==> src/rtl/usb_data_rx_crc.sv <==
// usb_data_rx_crc
//   Receive-side byte stage for USB DATA0/DATA1 payloads (PID already
//   stripped). Runs the reflected USB CRC-16 over every byte, CRC bytes
//   included, and checks the 0xB001 residual at end of packet. It also
//   reports the payload length and length errors. The first 8 bytes are
//   captured as the 64-bit SETUP word.
//
// Ports
//   clk, reset    : rising-edge clock, synchronous active-high reset
//   rx_valid      : rx_data holds a byte this cycle
//   rx_data[7:0]  : byte in USB wire order
//   rx_sop/rx_eop : first/last byte of a packet (qualified by rx_valid)
//   busy          : packet in progress
//   done          : one-cycle result strobe
//   crc_ok        : residual matched and length legal (held until next done)
//   len_err       : fewer than 2 or more than MAX_BYTES bytes (held)
//   pkt_len[10:0] : payload bytes excluding CRC (held)
//   setup_data    : first 8 bytes, byte 0 in [7:0]
//   setup_valid   : strobe with done for a good 8-byte payload
module usb_data_rx_crc #(
   parameter int MAX_BYTES = 1026
) (
   input  logic        clk,
   input  logic        reset,
   input  logic        rx_valid,
   input  logic [7:0]  rx_data,
   input  logic        rx_sop,
   input  logic        rx_eop,
   output logic        busy,
   output logic        done,
   output logic        crc_ok,
   output logic        len_err,
   output logic [10:0] pkt_len,
   output logic [63:0] setup_data,
   output logic        setup_valid
);

   localparam logic [10:0] MAX_LEN   = 11'(MAX_BYTES);
   localparam logic [15:0] CRC_INIT  = 16'hFFFF;
   localparam logic [15:0] CRC_RESID = 16'hB001;

   typedef enum logic [1:0] {IDLE, RECV, REPORT} state_t;

   state_t      state, state_nx;
   logic [15:0] crc, crc_nx;
   logic [10:0] cnt, cnt_nx;
   logic [10:0] byte_idx;
   logic [10:0] pkt_len_nx;
   logic        start, take, last;
   logic        len_err_nx, crc_ok_nx;

   // Eight LSB-first bit steps of the reflected polynomial, one byte per clock.
   function automatic logic [15:0] crc16_byte(input logic [15:0] c, input logic [7:0] d);
      logic [15:0] r;
      logic        fb;
      r = c;
      for (int i = 0; i < 8; i++) begin
         fb = r[0] ^ d[i];
         r  = r >> 1;
         if (fb) r = r ^ 16'hA001;
      end
      return r;
   endfunction

   always_ff @(posedge clk) begin
      if (reset) state <= IDLE;
      else       state <= state_nx;
   end

   always_comb begin
      state_nx   = state;
      busy       = 1'b0;
      done       = 1'b0;
      // An SOP byte starts a packet in any state: from RECV it aborts the
      // current one, and from REPORT it overlaps the result cycle.
      start      = rx_valid & rx_sop;
      take       = start | (rx_valid & (state == RECV));
      last       = take & rx_eop;
      crc_nx     = crc16_byte(start ? CRC_INIT : crc, rx_data);
      cnt_nx     = start ? 11'd1 : ((cnt == 11'h7FF) ? cnt : cnt + 11'd1);
      len_err_nx = (cnt_nx < 11'd2) || (cnt_nx > MAX_LEN);
      crc_ok_nx  = (crc_nx == CRC_RESID) && !len_err_nx;
      pkt_len_nx = (cnt_nx >= 11'd2) ? cnt_nx - 11'd2 : 11'd0;
      byte_idx   = start ? 11'd0 : cnt;

      case (state)
         IDLE: begin
            if (start) state_nx = rx_eop ? REPORT : RECV;
         end
         RECV: begin
            busy = 1'b1;
            if (take && rx_eop) state_nx = REPORT;
            else if (start)     state_nx = RECV;
         end
         REPORT: begin
            done = 1'b1;
            if (start) state_nx = rx_eop ? REPORT : RECV;
            else       state_nx = IDLE;
         end
         default: state_nx = IDLE;
      endcase
   end

   // Results are latched on the EOP byte, so they are already valid during
   // the REPORT (done) cycle and stay put until the next EOP.
   always_ff @(posedge clk) begin
      if (reset) begin
         crc         <= CRC_INIT;
         cnt         <= 11'd0;
         crc_ok      <= 1'b0;
         len_err     <= 1'b0;
         pkt_len     <= 11'd0;
         setup_data  <= 64'd0;
         setup_valid <= 1'b0;
      end else begin
         setup_valid <= 1'b0;
         if (take) begin
            crc <= crc_nx;
            cnt <= cnt_nx;
            if (byte_idx < 11'd8)
               setup_data[byte_idx[2:0]*8 +: 8] <= rx_data;
         end
         if (last) begin
            crc_ok      <= crc_ok_nx;
            len_err     <= len_err_nx;
            pkt_len     <= pkt_len_nx;
            setup_valid <= crc_ok_nx && (pkt_len_nx == 11'd8);
         end
      end
   end

endmodule

==> config.mk <==
export PLATFORM = sky130hd
export DESIGN_NAME = usb_data_rx_crc
export DESIGN_NICKNAME = d
export VERILOG_FILES = /design/src/rtl/usb_data_rx_crc.sv
export SDC_FILE = /design/constraint.sdc
export NUM_CORES = 1
export LEC_CHECK = 0
export BUFFER_PORTS_ARGS = -buffer_cell sky130_fd_sc_hd__buf_2
export CAP_MARGIN = 40
export CORE_MARGIN = 2
export CORE_UTILIZATION = 55
export DETAILED_ROUTE_END_ITERATION = 8
export PLACE_DENSITY_LB_ADDON = 0.3
export SYNTH_ARGS = -nofsm -noshare
export SYNTH_HDL_FRONTEND = slang
export SYNTH_SLANG_ARGS = --single-unit
export TNS_END_PERCENT = 10
==> constraint.sdc <==
create_clock -name clk -period 9.2 [get_ports clk]
set_input_delay 0 -clock clk [delete_from_list [all_inputs] [get_ports clk]]
set_output_delay 0 -clock clk [all_outputs]
set_load 0.05 [all_outputs]
* After elaboration in Yosys (flattened, before gate mapping) *
Index checks and enable logic that the tools add are counted.

word-level totals
  flip-flop bits (word level) = 107
  input port bits = 13

operators by class
  add/subtract/negate cells = 3
  order comparisons = 4
  equal/unequal tests = 7
  shift operators = 2
  muxes and demuxes = 22
  bitwise gates (word level) = 21
  reductions and logical operators = 9

operators with widths
  operator                   count
  $mux W16                   9
  $bwmux W64                 1
  $shift A8 B34 Y64 const A  1
  $shiftx A8 B34 Y64         1
  $mux W11                   4
  $neg A6 Y34                1
  $not A2 Y3                 8
  $eq A16 B16 Y1 const B     1
  $add A11 B1 Y11 const B    1
  $eq A11 B11 Y1 const B     1
  $eq A11 B4 Y1 const B      1
  $ge A11 B2 Y1 const B      1
  $gt A11 B11 Y1 const B     1
  $lt A11 B2 Y1 const B      1
  $lt A11 B4 Y1 const B      1
  $sub A11 B2 Y11 const B    1
  $mux W2                    5
  $xor A1 B1 Y1              8
  $pmux W2 S3                1
  $reduce_and A2 Y1          2
  $and A1 B1 Y1              3
  $logic_and A1 B1 Y1        3
  $ne A3 B2 Y1 const B       1
  $eq A2 B1 Y1 const B       1
  other kinds (9)            10

* Depth between registers and ports, before layout *
Gate-level depths: netlist (run 1).

  depth in word-level cells = 21
  mapped depth = 14

* Least setup slack after synthesis (run 1) *
Ideal clock, no wire load.

  kind = reg-to-reg
  start point = register state[0]
  end point = register setup_data[0]
  library setup time = 0.128 ns
  data arrival time = 2.942 ns
  required time = 9.072 ns
  path slack = 6.130 ns
  stages on the path, launching flop included = 8
  path buffers = 0
  path through = dfxtp_1 > nor2b_1 > nand2_1 > or3_4 > or4_4 > a21oi_4 > mux2i_1 > nor2_1

between the ends
  longest elaborated chain between the ends = 4

ends and longest elaborated chain
  element                         line  text
  start: declaration              44    state_t state, state_nx;
  start signal: assignment        67    else state <= state_nx;
  $eq A2 B1 Y1                    77    take = start | (rx_valid & (state == RECV));
  $and A1 B1 Y1                   77
  $or A1 B1 Y1                    77
  $reduce_and A2 Y1 (no line)     n/a
  end signal: indexed assignment  121   setup_data[byte_idx[2:0]*8 +: 8] <= rx_data;
  end: declaration                34    output logic [63:0] setup_data,

No other way between the ends.
A chain may end at the register's enable or synchronous reset.

* Worst setup path in the final report (run 1) *
  start point = register cnt[0]
  end point = register setup_valid

between the ends
  longest elaborated chain between the ends = 8

ends and longest elaborated chain
  element                                                  line  text
  start: declaration                                       46    logic [10:0] cnt, cnt_nx;
  start signal: assignment                                 119   cnt <= cnt_nx;
  $add A11 B1 Y11 or $eq A11 B11 Y1 (tied branches)        80    cnt_nx = start ? 11'd1 : ((cnt == 11'h7FF) ? cnt : cnt + 11'd1);
  $mux W11 (*) (2 in a row)                                80
  via cnt_nx[1]                                            46
  branches (longest 4 deep; another with $sub A11 B2 Y11)  n/a
  $logic_and A1 B1 Y1 (*)                                  127   setup_valid <= crc_ok_nx && (pkt_len_nx == 11'd8);
  end signal: assignment                                   127
  end: declaration                                         35    output logic setup_valid

Mark *: on every way through the listed nets, which the timed path passes.

==> flow_summary.toml, run 1 <==
[outcome]
status = "finished clean"

[yosys]
syn-num-nets = 683
ys_ff_latch = 107
ys_types = 65
synthFlopType = "dfxtp_1"
yosysSeqAreaShare = 0.408
async_flop_share = 0
synth_edf_count = 0
yosysWarnings = 0
syn-instance-count = 665
syn_area_um2 = 5250
syn_avg_cell_area_um2 = 7.90

[clock_tree]
cts.path.max_buffers = 2
cts_made_buffers = 9
cts_root_buf = "clkbuf_8"
cts-resized-gates = 0
post_cts_buffers = 0
insertion_delay_ps = 370
cts_tree = "yes"
cts.sinks = 107
clkTransAtPathRegs_ps = 100
cts_hold_buf = 8
htreeDepth = 3

[drt]
wl_per_cell_um = 16.0
drc_errors = 0
ant_nets = 0
avgViaCountPerCell = 5.70
wl_um = 13800
first_pass_iters = 5
vias = 4934
drtIter0Drc = 370

[job]
maxCapViolations = 0

[grt]
grt_max_degree = 54
grt_pass1_vias = 4545
antenna_found_initial = 0
grt_pass1_wl_um = 22600
gr-total-overflow = 0
grt_use_total = 0.274

[critical_path]
worstPathCellList = "ha_1 > and2_1 > nand4_4 > mux2i_1 > nor2_1 > inv_1 > ha_1 > nor2b_1 > nor4b_4 > xnor2_1 > or4_1 > nor4_2"
slowest_stage = "dfxtp_1"
r2r_slack_ps = 5360
cp.arrival_ps = 4130
r2r_end = "setup_valid"
end_kind = "flop"
cpPeakStageDelay_ps = 600
path_delay_family = "simple AND/OR/NAND/NOR gates"
reg2reg_depth = 12
cp_common_cell = "ha_1"
worst_r2r_startpoint = "cnt[0]"
crit_required_ps = 9480
path_buf_inv = 1
start_kind = "flop"
path_class = "flop to flop"
crit_fanout = 12

[power]
pwr-share-comb = 0.147
ir_worst_vdd_mv = 0.111
power_density_nw_per_um2 = 148
intPower_mw = 0.622
netSwitchingFraction = 0.292
switchingPower_mw = 0.257
pwr-share-clk = 0.304
p_seq_frac = 0.549
leakagePower_nw = 2.43

[die]
die-area_um2 = 10300
die_w_um = 102
ioPinCount = 93
die_y_um = 102
core_um2 = 9240
initial_core_util = 0.568
rows = 35

[cells_and_area]
regArea_um2 = 2140
multiInputGateArea_um2 = 2880
antenna_cells = 0
nets = 750
final_cells = 866
mostFrequentLayoutCells = "nand2_1 (112), dfxtp_1 (107), buf_2 (92)"
syn2layout_area_growth_pct = 13.2
drive_above_1_share = 0.175
layout_commonest_cell = "nand2_1"
fill_cells = 799

[sta]
tightest_slew_ps = 819
fin_skew_ps = 9.98
maxSlewHeadroom = 0.450
fmax_ghz = 0.260
slew_viol_final = 0
fin_tns_setup_ps = 0
finalSetupViolations = 0
min_period_over_period = 0.418
fin_crit_ps = 3840
hold_violations = 0
rsz0062_at_grt = "no"

[placement]
place_congestion = 0.997
dp_cells = 842
io_buffers = 92
hpwl_um = 9710

[hold_path]
hold_depth = 3
holdCritPathClass = "primary input to flop"
hold_end = "setup_data[17]"
min-delay-start = "rx_data[1]"
[synthesized netlist by cell type, drive strengths merged (4+ instances only)]
library cell | count | area [µm²]
a211o | 6 | 52.6
a21oi | 78 | 405
a22oi | 4 | 30.0
a31oi | 4 | 25.0
and2 | 6 | 37.5
and3 | 6 | 37.5
buf | 18 | 109
clkbuf | 31 | 118
dfxtp | 107 | 2140
ha | 5 | 62.6
mux2i | 19 | 190
nand2 | 112 | 420
nand2b | 6 | 37.5
nand3 | 51 | 255
nand4 | 6 | 52.6
nor2 | 79 | 297
nor2b | 8 | 50.1
nor3 | 18 | 100
nor4 | 5 | 37.5
o211ai | 4 | 30.0
o21ai | 10 | 50.1
or2 | 4 | 25.0
or3 | 6 | 43.8
or4 | 6 | 53.8
xnor2 | 24 | 210
xor2 | 12 | 105
[power groups by stage]
stage / sequential (mW) / combinational [mW] / clock (mW)
finish: 0.483 / 0.130 / 0.267
global route: 0.484 / 0.139 / 0.293
CTS: 0.483 / 0.128 / 0.272
detailed placement: 0.493 / 0.125 / 0
global placement: 0.492 / 0.121 / 0
floorplan: 0.502 / 0.0876 / 0
[cells by family (layout without fill, tap and decap cells)]
logic type,Yosys count,in the layout,share of synthesized area
and+or+nand+nor,323,323,0.295
AOI/OAI and AO/OA,122,122,0.138
DFF,107,107,0.408
buffers and inverters,51,123,0.0445
xor gates and xnor gates,37,37,0.0646
muxes,20,20,0.0384
adders and majority gates,5,5,0.0119
[tightest hold or removal path, stage by stage]
cell     delay [ps]
buf_2           200
nand2_1          90
a21oi_1          60
[registers in the layout, indices dropped and copies added (netlist names)]
register	flops
crc_ok	1
pkt_len	11
crc	16
len_err	1
cnt	11
state	2
setup_data	64
setup_valid	1
[per-stage QoR]
step	util	setup WS (ps)	hold slack, ps	power [mW]	cell area (µm²)
after floorplan	-	6130	142	0.590	5250
after global placement	0.613	5700	240	0.613	5660
after detailed placement	0.617	5480	252	0.618	5700
after CTS	0.644	5440	3.49	0.882	5950
after global routing	0.644	5070	14.9	0.916	5950
final	0.644	5360	29.2	0.880	5950
[area by class of cell]
class	count	area share
multi-input cells	507	0.484
clock buffers	12	0.0227
clock inverters	4	0.00589
repair buffers	105	0.0993
flip-flops and latches	107	0.360
inverters	2	0.00126
well taps	129	0.0271
[worst max-delay path by stage]
stage | from | cells past startpoint | end
after floorplan | state[0] | 7 | setup_data[0]
after global placement | cnt[0] | 12 | setup_valid
after detailed placement | cnt[0] | 12 | setup_valid
after CTS | cnt[0] | 12 | setup_valid
after global routing | cnt[0] | 12 | setup_valid
final | cnt[0] | 12 | setup_valid
[per-layer routing]
layer | share of wire | vias to the layer above | routed length, µm | GRT usage
met4 | 0.013 | 0 | 186 | 0.0842
met3 | 0.069 | 16 | 961 | 0.0594
met5 | 0 | - | 0 | 0
met2 | 0.48 | 194 | 6650 | 0.442
li1 | - | 2411 | - | -
met1 | 0.44 | 2313 | 6050 | 0.368
(Power assumes the default switching activity.)
==> run 2, diff against run 1 <==
CORE_UTILIZATION = 51   (was 55)
clock period = 3.4 ns   (was 9.2 ns; I/O delays follow)
==> run 2 against run 1 <==
  * Final cell count is 2.0% higher
  * Largest power group unchanged
  * Register-to-register slack worse by 5100 ps
  * First-iteration DRC count down 18%
  * Sequential power grew to 2.7 times the previous value
  * Global-route usage decreased by 1.7 points
  * Clock power increased to 3.1 times the previous value
  * Via count is 0.49% higher
  * Clock-buffer cell count down 3
  * Maximum frequency is 24% higher
  * Worst setup slack got worse by 5100 ps
  * Power grew to 2.8 times the previous value
  * Routed wire length is 2.9% higher
==> flow_summary.toml, run 2 (synthesis gave the netlist of run 1 again) <==
[outcome]
status = "finished clean"

[cells_and_area]
fin_area_um2 = 6060
drive_above_1_share = 0.194
mostFrequentLayoutCells = "nand2_1 (112), dfxtp_1 (106), buf_2 (92)"
regMostFlops = "setup_data"
antenna_cells = 0
reg_top3 = "setup_data x64, crc x16"
largest_reg_flops = 64
syn2layout_area_growth_pct = 15.3
layout_commonest_cell = "nand2_1"
nets = 760
utilization = 0.597
final_cells = 883

[die]
initial_core_util = 0.518
ioPinCount = 93
die_y_um = 105
rows = 37
die-area_um2 = 11100
die_w_um = 105
core_um2 = 10100

[drt]
vias = 4958
drt-met1-wl_um = 6160
dr.max_layer_used = "met4"
wl_per_cell_um = 16.1
wl_met2_um = 6730
met3WireLength_um = 1030
wl_um = 14300
ant_nets = 0
drc_errors = 0
drtIter0Drc = 302
first_pass_iters = 5
avgViaCountPerCell = 5.61

[sta]
finalSetupViolations = 0
fmax_ghz = 0.323
maxSlewHeadroom = 0.487
layout_setup_ws_ps = 301
rsz0062_at_grt = "no"
fin_skew_ps = 8.69
tightest_slew_ps = 763
slew_viol_final = 0
fin_crit_ps = 3100
hold_violations = 0
hold_slack_ps = 12.5
fin_tns_setup_ps = 0
min_period_over_period = 0.912

[clock_tree]
cts.path.max_buffers = 2
post_cts_buffers = 0
insertion_delay_ps = 370
cts_tree = "yes"
cts_made_buffers = 9
cts_root_buf = "clkbuf_8"
cts.sinks = 107
htreeDepth = 3
clkTransAtPathRegs_ps = 110

[critical_path]
worstPathCellList = "and4_1 > nand4_4 > mux2i_1 > nor2_1 > inv_1 > ha_1 > nor2b_1 > nor4b_4 > xnor2_1 > or4_1 > nor4_2"
crit_fanout = 8
startpoint = "cnt[4]"
worst_r2r_startpoint = "cnt[4]"
path_class = "flop to flop"
slowest_stage = "or4_1"
cpPeakStageDelay_ps = 510
path_buf_inv = 1
reg2reg_depth = 11
crit_required_ps = 3700
r2r_slack_ps = 300
path_delay_family = "simple AND/OR/NAND/NOR gates"
r2r_end = "setup_valid"
cp.arrival_ps = 3390
end_kind = "flop"
start_kind = "flop"

[job]
maxCapViolations = 0

[grt]
grt_pass1_wl_um = 23300
gr-total-overflow = 0
grt_pass1_vias = 4792
grt_max_degree = 50
antenna_found_initial = 0
grt_use_total = 0.257

[hold_path]
min-delay-start = "rx_data[5]"
holdCritPathClass = "primary input to flop"
hold_depth = 3
hold_end = "setup_data[21]"

[placement]
place_area_um2 = 5780
hpwl_um = 9990
io_buffers = 92
place_congestion = 0.870
dp_cells = 861
place_ws_ps = 272

[power]
p_seq_frac = 0.523
intPower_mw = 1.76
switchingPower_mw = 0.726
power_density_nw_per_um2 = 411
leakagePower_nw = 2.50
ir_worst_vdd_mv = 0.431
netSwitchingFraction = 0.291
pwr-share-clk = 0.336
pwr-share-comb = 0.141
total_power_mw = 2.49
## run 2: power groups by stage
| stage | clock network, mW | registers [mW] | logic, mW |
|---|---|---|---|
| 6_report | 0.836 | 1.30 | 0.351 |
| 5_1_grt | 0.892 | 1.31 | 0.386 |
| 4_1_cts | 0.847 | 1.30 | 0.349 |
| 3_5_place_dp | 0 | 1.33 | 0.343 |
| 3_3_place_gp | 0 | 1.33 | 0.336 |
| 2_1_floorplan | 0 | 1.36 | 0.237 |
## run 2: final cells by class
type                       instances  area (µm²)
clock buffer                       9         124
clock inverter                     7        87.6
fill                             930        4080
inverter                           2        7.51
multi-input combinational        507        2880
sequential                       107        2140
tap                              136         170
timing repair buffer             115         648
## run 2: tightest hold or removal path: stages
cell	delay, ps
buf_2	190
nand2_1	90
a21oi_1	60
## run 2: worst max path at each step
| stage | endpoint | slack (ps) | cells after the start |
|---|---|---|---|
| after floorplan | setup_data[0] | 330 | 7 |
| after global placement | setup_valid | 370 | 12 |
| after detailed placement | setup_valid | 270 | 12 |
| after CTS | setup_valid | 230 | 12 |
| after global routing | setup_valid | 30 | 11 |
| final | setup_valid | 300 | 11 |
## run 2: what timing repair did
action                                 CTS  global route
resized for setup                        0             1
hold buffers                             6             0
endpoints found under the hold margin    4             0
setup endpoints to repair                0             1
## run 2: routing by layer
metal	track usage	up-vias
met3	0.0668	28
met1	0.320	2335
met2	0.429	165
li1	-	2430
met5	0	-
met4	0.0905	0
